## src/rtl/stack_alu_seq.sv

```systemverilog
// Execute stage for Forth primitives: turns an opcode plus T/N into stack write commands,
// sequencing shift-add multiply, restoring divide and the second write of two-result ops.
module stack_alu_seq #(
  parameter int W    = 16,
  parameter int ITER = 16
) (
  input  logic         Clk,
  input  logic         Rst,
  input  logic         Start,
  input  logic [3:0]   Op,
  input  logic [W-1:0] T,
  input  logic [W-1:0] N,
  output logic         Busy,
  output logic         Done,
  output logic         TWrite,
  output logic         NWrite,
  output logic [W-1:0] WData,
  output logic [1:0]   Offset
);

  localparam int CW = (ITER > 1) ? $clog2(ITER) : 1;

  localparam logic [3:0] OP_NOP = 4'd0,  OP_ADD = 4'd1,  OP_SUB = 4'd2,  OP_AND = 4'd3;
  localparam logic [3:0] OP_OR  = 4'd4,  OP_XOR = 4'd5,  OP_INV = 4'd6,  OP_DUP = 4'd7;
  localparam logic [3:0] OP_DROP = 4'd8, OP_SWAP = 4'd9, OP_OVER = 4'd10, OP_MUL = 4'd11;
  localparam logic [3:0] OP_UMSTAR = 4'd12, OP_DIVMOD = 4'd13, OP_LT = 4'd14, OP_ZEQ = 4'd15;

  localparam logic [1:0] OFF_NONE = 2'b00, OFF_PUSH = 2'b01, OFF_POP = 2'b11;

  typedef enum logic [2:0] {S_IDLE, S_EXEC, S_ITER, S_WR_T, S_WR_N} state_t;

  state_t       r_state, w_state_nx;
  logic [3:0]   r_op;
  logic [W-1:0] r_b;
  logic [W-1:0] r_hi;
  logic [W-1:0] r_lo;
  logic [CW-1:0] r_cnt;

  logic         r_busy, r_done, r_tw, r_nw;
  logic [W-1:0] r_wdata;
  logic [1:0]   r_off;

  logic         w_busy_nx, w_done_nx, w_tw_nx, w_nw_nx;
  logic [W-1:0] w_wdata_nx;
  logic [1:0]   w_off_nx;

  logic [W:0]   w_mul_sum;
  logic [W:0]   w_rem_sh;
  logic [W-1:0] w_rem_sub;
  logic         w_rem_ge;
  logic [W-1:0] w_hi_step;
  logic [W-1:0] w_lo_step;
  logic         w_last;

  // r_hi/r_lo hold {product high, multiplier} for multiply and {remainder, dividend/quotient} for divide
  always_comb begin
    w_mul_sum = {1'b0, r_hi} + (r_lo[0] ? {1'b0, r_b} : {(W+1){1'b0}});
    w_rem_sh  = {r_hi, r_lo[W-1]};
    w_rem_ge  = (w_rem_sh >= {1'b0, r_b});
    w_rem_sub = w_rem_sh[W-1:0] - r_b;
    if (r_op == OP_DIVMOD) begin
      w_hi_step = w_rem_ge ? w_rem_sub : w_rem_sh[W-1:0];
      w_lo_step = {r_lo[W-2:0], w_rem_ge};
    end else begin
      w_hi_step = w_mul_sum[W:1];
      w_lo_step = {w_mul_sum[0], r_lo[W-1:1]};
    end
  end

  assign w_last = (r_cnt == CW'(ITER - 1));

  always_comb begin
    w_state_nx = r_state;
    w_done_nx  = 1'b0;
    w_tw_nx    = 1'b0;
    w_nw_nx    = 1'b0;
    w_wdata_nx = '0;
    w_off_nx   = OFF_NONE;
    case (r_state)
      S_IDLE: begin
        if (Start) begin
          if (Op == OP_SWAP) begin
            w_state_nx = S_WR_T;
            w_tw_nx    = 1'b1;
            w_wdata_nx = N;
          end else if (Op == OP_MUL || Op == OP_UMSTAR || Op == OP_DIVMOD) begin
            w_state_nx = S_ITER;
          end else begin
            w_state_nx = S_EXEC;
            w_done_nx  = 1'b1;
            case (Op)
              OP_ADD:  begin w_tw_nx = 1'b1; w_wdata_nx = N + T; w_off_nx = OFF_POP; end
              OP_SUB:  begin w_tw_nx = 1'b1; w_wdata_nx = N - T; w_off_nx = OFF_POP; end
              OP_AND:  begin w_tw_nx = 1'b1; w_wdata_nx = N & T; w_off_nx = OFF_POP; end
              OP_OR:   begin w_tw_nx = 1'b1; w_wdata_nx = N | T; w_off_nx = OFF_POP; end
              OP_XOR:  begin w_tw_nx = 1'b1; w_wdata_nx = N ^ T; w_off_nx = OFF_POP; end
              OP_INV:  begin w_tw_nx = 1'b1; w_wdata_nx = ~T; end
              OP_DUP:  begin w_tw_nx = 1'b1; w_wdata_nx = T; w_off_nx = OFF_PUSH; end
              OP_DROP: w_off_nx = OFF_POP;
              OP_OVER: begin w_tw_nx = 1'b1; w_wdata_nx = N; w_off_nx = OFF_PUSH; end
              OP_LT: begin
                w_tw_nx    = 1'b1;
                w_wdata_nx = ($signed(N) < $signed(T)) ? '1 : '0;
                w_off_nx   = OFF_POP;
              end
              OP_ZEQ:  begin w_tw_nx = 1'b1; w_wdata_nx = (T == '0) ? '1 : '0; end
              default: ;
            endcase
          end
        end
      end
      S_EXEC: w_state_nx = S_IDLE;
      S_ITER: begin
        if (w_last) begin
          w_state_nx = S_WR_T;
          w_tw_nx    = 1'b1;
          if (r_op == OP_MUL) begin
            w_wdata_nx = w_lo_step;
            w_off_nx   = OFF_POP;
            w_done_nx  = 1'b1;
          end else if (r_op == OP_UMSTAR) begin
            w_wdata_nx = w_hi_step;
          end else begin
            w_wdata_nx = w_lo_step;
          end
        end
      end
      S_WR_T: begin
        if (r_op == OP_MUL) begin
          w_state_nx = S_IDLE;
        end else begin
          w_state_nx = S_WR_N;
          w_nw_nx    = 1'b1;
          w_done_nx  = 1'b1;
          if (r_op == OP_SWAP)        w_wdata_nx = r_b;
          else if (r_op == OP_UMSTAR) w_wdata_nx = r_lo;
          else                        w_wdata_nx = r_hi;
        end
      end
      S_WR_N: w_state_nx = S_IDLE;
      default: w_state_nx = S_IDLE;
    endcase
    w_busy_nx = (w_state_nx != S_IDLE);
  end

  always_ff @(posedge Clk or posedge Rst) begin
    if (Rst) begin
      r_state <= S_IDLE;
      r_busy  <= 1'b0;
      r_done  <= 1'b0;
      r_tw    <= 1'b0;
      r_nw    <= 1'b0;
      r_wdata <= '0;
      r_off   <= OFF_NONE;
      r_op    <= OP_NOP;
      r_b     <= '0;
      r_hi    <= '0;
      r_lo    <= '0;
      r_cnt   <= '0;
    end else begin
      r_state <= w_state_nx;
      r_busy  <= w_busy_nx;
      r_done  <= w_done_nx;
      r_tw    <= w_tw_nx;
      r_nw    <= w_nw_nx;
      r_wdata <= w_wdata_nx;
      r_off   <= w_off_nx;
      if (r_state == S_IDLE && Start) begin
        r_op  <= Op;
        r_b   <= T;
        r_hi  <= '0;
        r_lo  <= N;
        r_cnt <= '0;
      end else if (r_state == S_ITER) begin
        r_hi  <= w_hi_step;
        r_lo  <= w_lo_step;
        r_cnt <= r_cnt + 1'b1;
      end
    end
  end

  assign Busy   = r_busy;
  assign Done   = r_done;
  assign TWrite = r_tw;
  assign NWrite = r_nw;
  assign WData  = r_wdata;
  assign Offset = r_off;

endmodule
```

## config.mk

```make
export PLATFORM = sky130hd
export DESIGN_NAME = stack_alu_seq
export DESIGN_NICKNAME = d
export VERILOG_FILES = /design/src/rtl/stack_alu_seq.sv
export SDC_FILE = /design/constraint.sdc
export NUM_CORES = 1
export LEC_CHECK = 0
export CAP_MARGIN = 15
export CORE_MARGIN = 4
export CORE_UTILIZATION = 45
export DETAILED_ROUTE_END_ITERATION = 6
export GPL_TIMING_DRIVEN = 1
export PLACE_DENSITY = 0.7
export SLEW_MARGIN = 20
export SYNTH_ARGS = -nofsm -noshare
export SYNTH_HDL_FRONTEND = slang
export SYNTH_SLANG_ARGS = --single-unit
```

## constraint.sdc

```tcl
create_clock -name Clk -period 3.4 [get_ports Clk]
set_clock_uncertainty 0.15 [all_clocks]
set_input_delay 0.34 -clock Clk [delete_from_list [all_inputs] [get_ports Clk]]
set_output_delay 0.34 -clock Clk [all_outputs]
set_load 0.01 [all_outputs]
```

==> results of run 1 <==
final timing paths:
| path | from | end | slack [ns] |
|---|---|---|---|
| worst min register to register | r_op[2] | r_op[2] | 0.38 |
| worst max register to register | r_lo[0] | WData[15] | 0.13 |
| max in group asynchronous | Rst | r_hi[11] | 2.04 |
| worst min-delay path | Rst | r_lo[2] | 0.27 |
| min in group Clk | r_op[2] | r_op[2] | 0.38 |
| worst max-delay path | r_lo[0] | WData[15] | 0.13 |
synthesized netlist by cell type, types with 23 or more instances:
master | n | area, µm²
sky130_fd_sc_hd__nand2_1 | 126 | 473
sky130_fd_sc_hd__o21ai_0 | 103 | 515
sky130_fd_sc_hd__nor2_1 | 88 | 330
sky130_fd_sc_hd__ha_1 | 83 | 1040
sky130_fd_sc_hd__dfrtp_1 | 81 | 2030
sky130_fd_sc_hd__inv_1 | 75 | 282
sky130_fd_sc_hd__a21oi_1 | 74 | 370
sky130_fd_sc_hd__clkbuf_1 | 51 | 191
sky130_fd_sc_hd__a22oi_1 | 30 | 225
sky130_fd_sc_hd__nor3_1 | 29 | 145
sky130_fd_sc_hd__mux2i_1 | 25 | 250
sky130_fd_sc_hd__a211oi_1 | 23 | 173
power by group through the flow:
stage	Sequential [mW]	Clock (mW)	Combinational (mW)
floorplan	1.58	0	2.87
global placement	1.67	0	4.05
detailed placement	1.68	0	4.12
CTS	1.66	1.05	4.15
global route	1.72	1.09	4.66
finish	1.68	1.04	4.21
cell usage in the layout (no fill, tap or decap), types with 5 or more instances in the layout:
cell type                           n
sky130_fd_sc_hd__nor2_1            87
sky130_fd_sc_hd__inv_1             74
sky130_fd_sc_hd__ha_1              83
sky130_fd_sc_hd__a221oi_1          11
sky130_fd_sc_hd__a221o_1            5
sky130_fd_sc_hd__nand3_1           19
sky130_fd_sc_hd__a22oi_1           30
sky130_fd_sc_hd__and2_1            16
sky130_fd_sc_hd__a311oi_1           8
sky130_fd_sc_hd__o221ai_1          16
sky130_fd_sc_hd__xnor2_1           20
sky130_fd_sc_hd__mux2_2             7
sky130_fd_sc_hd__xor2_1            10
sky130_fd_sc_hd__mux2i_1           25
sky130_fd_sc_hd__dfrtp_1           80
sky130_fd_sc_hd__nand2_1          126
sky130_fd_sc_hd__nand4_1            8
sky130_fd_sc_hd__o211ai_1           9
sky130_fd_sc_hd__buf_4            125
sky130_fd_sc_hd__a211oi_1          22
sky130_fd_sc_hd__nor4_1             7
sky130_fd_sc_hd__or3_1              8
sky130_fd_sc_hd__o21a_1             9
sky130_fd_sc_hd__a21o_1            14
sky130_fd_sc_hd__a222oi_1           8
sky130_fd_sc_hd__nor2b_1           17
sky130_fd_sc_hd__nor3_1            28
sky130_fd_sc_hd__nand2b_1          12
sky130_fd_sc_hd__o21ai_0          102
sky130_fd_sc_hd__o22ai_1            7
sky130_fd_sc_hd__o21ai_1            5
sky130_fd_sc_hd__clkdlybuf4s50_1   60
sky130_fd_sc_hd__o31ai_1            8
sky130_fd_sc_hd__a21oi_1           74
sky130_fd_sc_hd__clkbuf_16          9
sky130_fd_sc_hd__a31oi_1           19
sky130_fd_sc_hd__a22o_1             5
critical path, stage by stage, from the launching register on:
cell                      delay (ns)
sky130_fd_sc_hd__dfrtp_2        0.47
sky130_fd_sc_hd__and2_1         0.17
sky130_fd_sc_hd__ha_1           0.21
sky130_fd_sc_hd__inv_1          0.09
sky130_fd_sc_hd__fa_2           0.25
sky130_fd_sc_hd__nor2b_4        0.05
sky130_fd_sc_hd__o31a_1         0.26
sky130_fd_sc_hd__or2_1          0.28
sky130_fd_sc_hd__a311o_2        0.43
sky130_fd_sc_hd__a31oi_4        0.22
sky130_fd_sc_hd__o211a_1        0.16
sky130_fd_sc_hd__o21ai_1        0.10
sky130_fd_sc_hd__a221o_1        0.29
cell type report:
| type | instances | area, µm² |
|---|---|---|
| Clock buffer | 9 | 225 |
| Clock inverter | 7 | 83.8 |
| Fill cell | 1798 | 8200 |
| Inverter | 77 | 290 |
| Multi-Input combinational cell | 900 | 6090 |
| Sequential cell | 81 | 2030 |
| Tap cell | 234 | 293 |
| Timing Repair Buffer | 186 | 1560 |
timing repair:
item	CTS	global route
resized for setup	0	8
endpoints found under the setup margin	0	8
setup buffers	0	0
hold endpoints to repair	0	0
hold buffers	0	0
state kept, by name (all words and copies together) (netlist names):
name,count
r_b,16
Done,1
r_lo,16
TWrite,1
WData,16
r_cnt,4
r_state,3
r_op,4
Offset,2
r_hi,16
NWrite,1
Busy,1
metal layers:
layer  vias to the layer above  routed length, µm  GRT usage
met5                         -                  0          0
met4                         0                961     0.0983
met3                        64               2840     0.0655
met2                       490              14200      0.446
met1                      4491              13700      0.402
li1                       4397                  -          -
per-stage QoR:
| stage | hold WS [ns] | cells |
|---|---|---|
| after floorplan | 0.307 | 1126 |
| after global placement | 0.354 | 1478 |
| after detailed placement | 0.362 | 1478 |
| after CTS | 0.301 | 1494 |
| after global routing | 0.352 | 1494 |
| final | 0.275 | 1494 |
cell families after synthesis:
logic type	after synthesis	share of synthesized area
adders and majority gates	87	0.129
AOI/OAI and AO/OA	401	0.313
and+or+nand+nor	350	0.189
buffers and inverters	145	0.0654
xor gates and xnor gates	30	0.0304
muxes	32	0.0381
DFF	81	0.235
==> results_dict.tcl, run 1 <==
set metrics [dict create \
    outcome "finished, violations left" \
    failed_checks "DRC" \
    finalMaxSlewViolations 0 \
    route.detailed.wl_per_inst_um 21.2 \
    final.setup.tns_ns 0 \
    cts_root_buf "sky130_fd_sc_hd__clkbuf_16" \
    post_route_cells_drive_above_1_share 0.140 \
    synth_edf_count 0 \
    grt_first_pass_wirelength_um 49600 \
    number_of_antenna_violations_at_the_first_check_in_global_routing 0 \
    critical_path.startpoint_type "register" \
    die-height_um 147 \
    worstRegToRegCells 12 \
    yosysWarnings 0 \
    worst_ep_required_time_ns 3.49 \
    net_switching_power_mw 3.30 \
    timing.max_cap.violations 0 \
    insertedDiodeCount 0 \
    swShare 0.476 \
    place_congestion 0.994 \
    dr_total_vias 9442 \
    syn_to_layout_area_delta_pct 22.3 \
    power_report.internal_total_mw 3.63 \
    timing.final.crit_share 0.961 \
    power_leakage_nw 4.84 \
    synthesis.instances 1126 \
    post_drt_via_cell_ratio 6.32 \
    finalHoldViolCount 0 \
    buffer_ports.inserted 60 \
    share_seq_of_total_power 0.242 \
    worst_case_clock_buffer_depth 2 \
    seq_area_frac_synth 0.235 \
    clkTransAtPathRegs_ns 0.07 \
    die_area_um2 21500 \
    vdd_drop_max_mv 0.332 \
    slew-limit-headroom 0.477 \
    route.detailed.drc 1 \
    comb_power_share 0.607 \
    flip_flop_cell_with_the_highest_count_after_synthesis "sky130_fd_sc_hd__dfrtp_1" \
    area_after_detailed_placement_um2 10200 \
    crit_arrival_ns 3.36 \
    finalNetCount 1381 \
    timing.fmax_mhz 306 \
    synthesis.nets 1252 \
    initial_core_util 0.461 \
    postLayoutCellArea_um2 10600 \
    endpoint_kind "register" \
    mappedNetlistArea_um2 8640 \
    unique_masters_post_synth 78 \
    number_of_h_tree_levels 3 \
    synth-seq-cells 81 \
    fin_total_pwr_mw 6.94 \
    route.final.wire_length_um 31700 \
    preCtsSetupSlack_ns -0.197 \
    clock_sink_count 81 \
    hpwlAfterDp_um 24900 \
    powerDensity_nw_per_um2 657 \
    worst-path-max-fanout 9 \
    grt-ovfl-total 0 \
    coreArea_um2 18800 \
    drt_iter0_drc 1065 \
    async_reset_ff_frac 1.00 \
    worstMarginPinSlew_ns 0.785 \
    design.portCount 61 \
    via_count_of_the_first_global_routing_pass 8921 \
    worstHoldPathType "in2async" \
    route.antenna.remaining_nets 0 \
    die_width_um 147 \
    largest_net_degree_at_the_start_of_global_routing 42 \
    clock_insertion_delay_worst_skew_ns 0.36 \
    p_clk_frac 0.150 \
    final_critical_period_ns 3.27 \
    tritoncts.num_buffers 9 \
    fin_ws_ns 0.133 \
    rows 50 \
    rsz0062_at_grt "false" \
    detail_route.first_pass.iterations 7 \
    finalCoreUtilization 0.563 \
    global_route.usage.total 0.290 \
    tritoncts_clock_tree "done" \
    synth.avg_cell_area_um2 7.68 \
    critPathKind "reg2reg" \
    number_of_failing_setup_endpoints_in_the_final_timing_report 0 \
]
Power figures use the tool's default switching activity.
==> run 2, diff against run 1 <==
GPL_TIMING_DRIVEN = 0   (was 1)
==> run 2 against run 1 <==
Net effect:
- the flow now finishes without violations
- clock-buffer cell count increased by 2
- die area unchanged
- final cell count fell by 3.5%
- cell area decreased by 5.0%
- register-to-register slack worse by 0.07 ns
- core utilization down 2.8 points
- setup slack worse by 0.066 ns
- sequential share of layout area up 1.0 points
- non-clock buffer count down 53
- global-route usage rose by 0.84 points
- power down 0.50%
- maximum frequency decreased by 2.0%
- largest cell class unchanged
- highest routed layer unchanged
==> results_dict.tcl, run 2 (synthesis results as in run 1) <==
set metrics [dict create \
    design.portCount 61 \
    final_cell_mix "sky130_fd_sc_hd__nand2_1, sky130_fd_sc_hd__o21ai_0, sky130_fd_sc_hd__nor2_1" \
    worst_ep_required_time_ns 3.43 \
    number_of_antenna_violations_at_the_first_check_in_global_routing 0 \
    post_route_cells_drive_above_1_share 0.0704 \
    dr.max_layer_used "met4" \
    met3WireLength_um 3900 \
    number_of_failing_setup_endpoints_in_the_final_timing_report 0 \
    initial_core_util 0.461 \
    coreArea_um2 18800 \
    final.setup.tns_ns 0 \
    crit_arrival_ns 3.36 \
    drt_iter0_drc 1072 \
    route.detailed.drc 0 \
    timing.fmax_mhz 300 \
    p_clk_frac 0.154 \
    finalNetCount 1328 \
    comb_power_share 0.603 \
    power_leakage_nw 4.52 \
    preCtsSetupSlack_ns -0.921 \
    finalHoldViolCount 0 \
    cts_hold_repair.buffers 0 \
    finalMaxSlewViolations 0 \
    worst_case_clock_buffer_depth 2 \
    critPathKind "in2reg" \
    largest_net_degree_at_the_start_of_global_routing 54 \
    path_common_cell "sky130_fd_sc_hd__buf_4" \
    tritoncts_clock_tree "done" \
    clock_insertion_delay_worst_skew_ns 0.36 \
    slew-limit-headroom 0.293 \
    final_critical_period_ns 3.33 \
    place_congestion 0.994 \
    worst_path_largest_cell_delay_ns 0.46 \
    finalCoreUtilization 0.535 \
    grt-ovfl-total 0 \
    clock_sink_count 81 \
    powerDensity_nw_per_um2 688 \
    tritoncts.num_buffers 9 \
    timing.critical_path.slowest_stage_cell "sky130_fd_sc_hd__fa_1" \
    clkTransAtPathRegs_ns 0.06 \
    number_of_h_tree_levels 3 \
    via_count_of_the_first_global_routing_pass 8673 \
    buffer_ports.inserted 58 \
    die_width_um 147 \
    fin_total_pwr_mw 6.90 \
    hpwlAfterDp_um 25600 \
    layout_commonest_cell "sky130_fd_sc_hd__nand2_1" \
    worst-path-max-fanout 6 \
    swShare 0.491 \
    endpoint_kind "register" \
    route.antenna.remaining_nets 0 \
    power_report.internal_total_mw 3.51 \
    fin_ws_ns 0.0670 \
    die_area_um2 21500 \
    worstMarginPinSlew_ns 1.05 \
    grt_first_pass_wirelength_um 50500 \
    outcome "finished clean" \
    cts_root_buf "sky130_fd_sc_hd__clkbuf_16" \
    route.final.wire_length_um 32900 \
    critical_path.startpoint_type "input port" \
    met1_length_um 14400 \
    timing.critical_path.cells "clkdlybuf4s15_1 > inv_1 > ha_1 > fa_1 > o21bai_4 > a221oi_4 > a21oi_4 > a21o_1 > a21oi_2 > a31o_2 > buf_4 > buf_4 > a211oi_2 > o221ai_1" \
    timing.max_cap.violations 0 \
    net_switching_power_mw 3.39 \
    vdd_drop_max_mv 0.309 \
    hold-worst-slack_ns 0.183 \
    post_drt_via_cell_ratio 6.58 \
    timing.final.crit_share 0.980 \
    route.detailed.wl_per_inst_um 22.8 \
    dr_total_vias 9486 \
    rows 50 \
    share_seq_of_total_power 0.243 \
    die-height_um 147 \
    detail_route.first_pass.iterations 6 \
    dr_wl_met2_um 13700 \
    insertedDiodeCount 0 \
    worstHoldPathType "in2async" \
    syn_to_layout_area_delta_pct 16.1 \
    global_route.usage.total 0.298 \
]
[run 2: cell types whose count changed in the layout (fill, tap and decap cells not counted), sizes merged]
cell / change
inv: -1
clkdlybuf4s50: -25
dlygate4sd2: +12
buf: -102
clkdlybuf4s15: +1
clkinv: -1
dlymetal6s2s: +10
clkbuf: +53
[run 2: what timing repair did]
item	4_1_cts	5_1_grt
resized for setup	26	25
setup buffers	4	3
hold endpoints to repair	0	0
pin swaps	2	8
setup endpoints to repair	19	18
[run 2: power by group through the flow]
stage | combinational (mW) | sequential [mW] | clock, mW
final | 4.16 | 1.68 | 1.06
after global routing | 4.57 | 1.72 | 1.10
after CTS | 4.03 | 1.66 | 1.06
after detailed placement | 3.99 | 1.67 | 0
after global placement | 3.93 | 1.67 | 0
after floorplan | 2.87 | 1.58 | 0
[run 2: critical path: cells and delay by family]
family / cells / cell delay, ns
fa+ha+maj: 2 / 0.72
compound gates: 8 / 1.57
buf+inv: 4 / 0.72
[run 2: final cells by class]
type	instances	area (µm²)
fill	1840	8730
multi-input combinational	900	6160
timing repair buffer	66	671
clock inverter	5	60.1
clock buffer	11	253
sequential	81	2030
tap	234	293
buffer	67	279
inverter	77	292
[run 2: final timing paths]
| path | startpoint | to | slack [ns] | cells after the start |
|---|---|---|---|---|
| worst max register to register | r_lo[0] | WData[15] | 0.07 | 13 |
| max in group asynchronous | Rst | r_lo[11] | 2.30 | 3 |
| min in group Clk | T[15] | r_b[15] | 0.27 | 3 |
| worst min register to register | r_cnt[0] | r_cnt[0] | 0.39 | 1 |
| worst min-delay path | Rst | r_hi[2] | 0.18 | 2 |
| worst max-delay path | N[0] | WData[11] | 0.07 | 14 |
[run 2: metal layers]
layer	GRT usage	up-vias
li1	-	4287
met1	0.431	4499
met2	0.432	621
met3	0.0919	79
met4	0.0748	0
met5	0	-
[run 2: through the flow]
step	cell area [µm²]	instances
after floorplan	8640	1126
after global placement	9520	1418
after detailed placement	9550	1419
after CTS	9920	1438
after global routing	10000	1441
final	10000	1441
==> run 3, diff against run 2 <==
--- a/config.mk
+++ b/config.mk
@@ -12,3 +12,3 @@
 export GPL_TIMING_DRIVEN = 0
-export PLACE_DENSITY = 0.7
+export PLACE_DENSITY = 0.66
 export SLEW_MARGIN = 20
==> constraint.sdc (replaced) <==
create_clock -name Clk -period 3.4 [get_ports Clk]
set_clock_uncertainty 0.15 [all_clocks]
set_input_delay 0.68 -clock Clk [delete_from_list [all_inputs] [get_ports Clk]]
set_output_delay 0.68 -clock Clk [all_outputs]
set_load 0.01 [all_outputs]
==> run 3 against run 2 <==
Net effect:
- the flow now finishes with violations (setup timing)
- cell area is 0.41% higher
- hold slack gained 0.20 ns
- sequential share of layout area fell by 0.083 points
- power is 1.4% lower
- via count decreased by 0.82%
- global-route usage rose by 0.13 points
- final cell count barely moved
==> results_dict.tcl, run 3 (synthesis results as in run 1) <==
set metrics [dict create \
    outcome "finished, violations left" \
    failed_checks "setup timing" \
    preCtsSetupSlack_ns -1.30 \
    crit_arrival_ns 3.56 \
    initial_core_util 0.461 \
    die_width_um 147 \
    grt_first_pass_wirelength_um 50900 \
    timing.max_cap.violations 0 \
    comb_power_share 0.613 \
    grt-ovfl-total 0 \
    worst_ep_required_time_ns 3.49 \
    power_report.internal_total_mw 3.40 \
    hold-worst-slack_ns 0.381 \
    die_area_um2 21500 \
    largest_net_degree_at_the_start_of_global_routing 49 \
    dr_total_vias 9408 \
    critical_path.startpoint_type "input port" \
    net_switching_power_mw 3.40 \
    critPathKind "in2reg" \
    tritoncts_clock_tree "done" \
    route.detailed.drc 0 \
    timing.fmax_mhz 288 \
    layout_commonest_cell "sky130_fd_sc_hd__nand2_1" \
    worst-path-max-fanout 10 \
    worst_reg2reg_setup_slack_ns 0.10 \
    buffer_ports.inserted 58 \
    tritoncts.num_buffers 9 \
    endpoint_kind "register" \
    slew-limit-headroom 0.208 \
    finalHoldViolCount 0 \
    power_leakage_nw 4.46 \
    cts_root_buf "sky130_fd_sc_hd__clkbuf_16" \
    via_count_of_the_first_global_routing_pass 8810 \
    die-height_um 147 \
    worstMarginPinSlew_ns 1.18 \
    detail_route.first_pass.iterations 6 \
    route.antenna.remaining_nets 0 \
    rsz0062_at_grt "true" \
    finalNetCount 1327 \
    share_seq_of_total_power 0.249 \
    clkTransAtPathRegs_ns 0.06 \
    clock_sink_count 81 \
    clock_insertion_delay_worst_skew_ns 0.35 \
    vdd_drop_max_mv 0.349 \
    final_critical_period_ns 3.47 \
    fin_ws_ns -0.0745 \
    worst_case_clock_buffer_depth 2 \
    rows 50 \
    syn_to_layout_area_delta_pct 16.6 \
    hpwlAfterDp_um 25700 \
    swShare 0.500 \
    number_of_failing_setup_endpoints_in_the_final_timing_report 3 \
    p_clk_frac 0.138 \
    worstHoldPathType "reg2reg" \
    timing.final.crit_share 1.02 \
    design.portCount 61 \
    final_cell_mix "sky130_fd_sc_hd__nand2_1, sky130_fd_sc_hd__o21ai_0, sky130_fd_sc_hd__nor2_1" \
    finalCoreUtilization 0.537 \
    fillers 1853 \
    powerDensity_nw_per_um2 675 \
    post_route_cells_drive_above_1_share 0.0987 \
    route.final.wire_length_um 33000 \
    global_route.usage.total 0.299 \
    route.detailed.wl_per_inst_um 22.9 \
    place_congestion 0.962 \
    post_drt_via_cell_ratio 6.53 \
    coreArea_um2 18800 \
    insertedDiodeCount 0 \
    drt_iter0_drc 1227 \
    finalMaxSlewViolations 0 \
    number_of_antenna_violations_at_the_first_check_in_global_routing 0 \
    number_of_h_tree_levels 3 \
]
==> run 3: power by group through the flow <==
stage          clock, mW  sequential, mW  combinational, mW
6_report           0.936            1.70               4.17
5_1_grt            0.988            1.73               4.59
4_1_cts            0.943            1.67               4.06
3_5_place_dp           0            1.68               4.00
3_3_place_gp           0            1.68               3.94
2_1_floorplan          0            1.58               2.87
==> run 3: stage by stage <==
stage | instance area, µm² | power (mW) | cells | TNS, ns
finish | 10100 | 6.80 | 1440 | -0.117
global route | 10100 | 7.32 | 1440 | -0.0999
CTS | 10000 | 6.67 | 1439 | 0
detailed placement | 9550 | 5.68 | 1419 | -16.97
global placement | 9520 | 5.62 | 1418 | -89.11
floorplan | 8640 | 4.44 | 1126 | 0
==> run 3: layout make-up <==
cell class	count	area, µm²	area share
plain buffers	64	277	0.0274
flip-flops and latches	81	2030	0.201
clock inverters	7	53.8	0.00534
repair buffers	68	634	0.0630
inverters	77	292	0.0289
well taps	234	293	0.0291
multi-input cells	900	6270	0.623
clock buffers	9	225	0.0224
==> run 3: worst paths after layout <==
path | startpoint | end | cells past startpoint
min in group asynchronous | Rst | r_cnt[1] | 2
hold / removal | r_cnt[0] | r_cnt[0] | 1
setup reg to reg | r_lo[0] | WData[15] | 13
max in group asynchronous | Rst | r_lo[12] | 3
setup / recovery | Op[1] | WData[11] | 8
hold reg to reg | r_cnt[0] | r_cnt[0] | 1
==> run 3: critical path: stages <==
cell and delay, ns:
sky130_fd_sc_hd__buf_2 0.25, sky130_fd_sc_hd__nand2_1 0.37, sky130_fd_sc_hd__nor3_1 1.01, sky130_fd_sc_hd__clkbuf_1 0.59
sky130_fd_sc_hd__a222oi_1 0.14, sky130_fd_sc_hd__o21ai_0 0.17, sky130_fd_sc_hd__a211oi_2 0.08, sky130_fd_sc_hd__o221ai_1 0.26
==> run 3: what timing repair did <==
| item | 4_1_cts | 5_1_grt |
|---|---|---|
| resized for setup | 77 | 39 |
| hold buffers | 0 | 0 |
| endpoints found under the hold margin | 0 | 0 |
| setup endpoints to repair | 20 | 18 |
| pin swaps | 3 | 10 |
| setup buffers | 6 | 3 |
==> run 3: routing by layer <==
| metal | global-route usage | up-vias | routed length [µm] |
|---|---|---|---|
| met5 | 0 | - | 0 |
| met1 | 0.436 | 4474 | 14500 |
| li1 | - | 4285 | - |
| met4 | 0.0706 | 0 | 793 |
| met2 | 0.441 | 581 | 14000 |
| met3 | 0.0807 | 68 | 3730 |
==> variant, RTL diff (flow settings as in run 1) <==
Set the parameter `ITER` to 32 (it was 16).
--- a/src/rtl/stack_alu_seq.sv
+++ b/src/rtl/stack_alu_seq.sv
@@ -2,7 +2,7 @@
 // sequencing shift-add multiply, restoring divide and the second write of two-result ops.
 module stack_alu_seq #(
   parameter int W    = 16,
-  parameter int ITER = 16
+  parameter int ITER = 32
 ) (
   input  logic         Clk,
   input  logic         Rst,
Function: same outputs for any inputs over 10 cycles, from zero or initial values and one cycle with Rst high; that may be too few to reach the edited logic, so the function may still have changed.
==> variant against run 1 <==
- global-route usage shrank 0.15 points
- count of clock-buffer cells in the layout grew 3
- routed wire length grew 2.3%
- sequential cell count grew 1
- total power shrank 20%
- synthesized cell count grew 5.7%
- design area grew 3.4%
- worst setup slack gained 0.061 ns
- area after synthesis grew 5.0%
- core utilization shrank 0.70 points
- largest power group unchanged
==> variant: results (changes against run 1) <==
[status]
outcome=finished clean  ; was finished, violations left

[setup_path]
path_max_fanout=19  ; was 9
r2r_setup_slack_ns=0.19  ; was 0.13 ns
ff2ff_path_depth=11  ; was 12
arrival_ns=3.27  ; was 3.36 ns
critPathCapture=WData[14]  ; was WData[15]

[logic_synthesis]
netlist_top_cells_area=dfrtp_1 (23%), ha_1 (12%), nand2_1 (6.4%)  ; was dfrtp_1 (23%), ha_1 (12%), o21ai_0 (6.0%)
avgSynthCellArea_um2=7.62  ; was 7.68 µm²
syn_nets=1317  ; was 1,252
synth.top_cells.by_count=nand2_1 (154), nor2_1 (101), o21ai_0 (86)  ; was nand2_1 (126), o21ai_0 (103), nor2_1 (88)
seq_area_frac_synth_pct=22.6  ; was 23.5%
synth.lib_cells_used.distinct=86  ; was 78

[power]
cellInternalPower_mw=3.16  ; was 3.63 mW
leakagePower_nw=4.90  ; was 4.84 nW
ir_drop_mv=0.278  ; was 0.332 mV

[routing]
num_vias=9786  ; was 9,442
wl_met2_um=14800  ; was 14,200 µm
wl_met3_um=2700  ; was 2840 µm
drt_iter0_drc=996  ; was 1,065
wl_per_cell_um=20.7  ; was 21.2 µm
m1WireLength_um=13900  ; was 13,700 µm

[grt]
use_met3_pct=3.66  ; was 6.55%
grtUsageMet2_pct=46.6  ; was 44.6%
grt_pass1_wl_um=50900  ; was 49,600 µm
grt_max_degree=49  ; was 42
grtUsageMet1_pct=39.8  ; was 40.2%
grt_pass1_vias=9279  ; was 8,921
grt_usage_pct=28.8  ; was 29.0%

[placed_design]
dp_hpwl_um=25200  ; was 24,900 µm
pre_cts_slack_ns=-0.190  ; was -0.197 ns
place_congestion=0.996  ; was 0.994

[timing]
worstMarginPinSlew_ns=1.05  ; was 0.785 ns
max_freq_ghz=0.312  ; was 0.306 GHz
whs_ns=0.330  ; was 0.275 ns

[clock_network]
clk_path_buf_depth=2  ; unchanged
htreeDepth=3  ; unchanged
cts-root-buf=clkbuf_16  ; unchanged

[finish]
final_cells=1571  ; was 1,494
n_fill_cell=1908  ; was 1,798
nNetsFinal=1428  ; was 1,381
drive_gt1_share_pct=12.8  ; was 14.0%

variant: cell types whose count changed in the layout (fill, tap and decap cells not counted), moves of 11 or more:
cell | run 1 | this run
nand2_1 | 126 | 154
buf_4 | 125 | 108
o21ai_0 | 102 | 85
a211oi_1 | 22 | 10
nor2_1 | 87 | 98
o211ai_1 | 9 | 28
o22ai_1 | 7 | 21
a22oi_1 | 30 | 12
variant: cell families after synthesis:
family	synth area share, %
xor+xnor	2.80
compound gates	30.6
simple gates	20.8
fa+ha+maj	12.5
mux	3.76
flops	22.6
buf+inv	6.96
variant: power groups by stage:
stage	sequential (mW)	clock, mW	combinational (mW)
2_1_floorplan	1.38	0	2.02
3_3_place_gp	1.46	0	2.77
3_5_place_dp	1.46	0	2.82
4_1_cts	1.45	1.19	2.85
5_1_grt	1.48	1.23	3.21
6_report	1.46	1.18	2.89
variant: worst max-delay path: stages (launching register included):
cell and delay [ns]:
dfrtp_1 0.38, buf_4 0.20, and2_1 0.18, ha_1 0.32
o21ai_0 0.20, nor2_1 0.08, o31ai_1 0.51, o211ai_1 0.24
a31oi_1 0.26, xnor2_1 0.11, nor2_1 0.29, o211ai_1 0.15
variant: area by class of cell:
class                      count  area [µm²]  area share [%]
clock inverter                 4        97.6           0.893
inverter                      75         283            2.59
sequential                    82        2050            18.8
timing repair buffer         171        1470            13.5
tap                          265         332            3.03
multi-input combinational    962        6440            58.9
clock buffer                  12         256            2.35
variant: stage by stage:
stage / TNS, ns / area [µm²] / util [%]
2_1_floorplan: 0 / 9070 / -
3_3_place_gp: -0.176 / 10600 / 53.7
3_5_place_dp: -0.722 / 10600 / 53.7
4_1_cts: 0 / 10900 / 55.5
5_1_grt: 0 / 10900 / 55.6
6_report: 0 / 10900 / 55.6
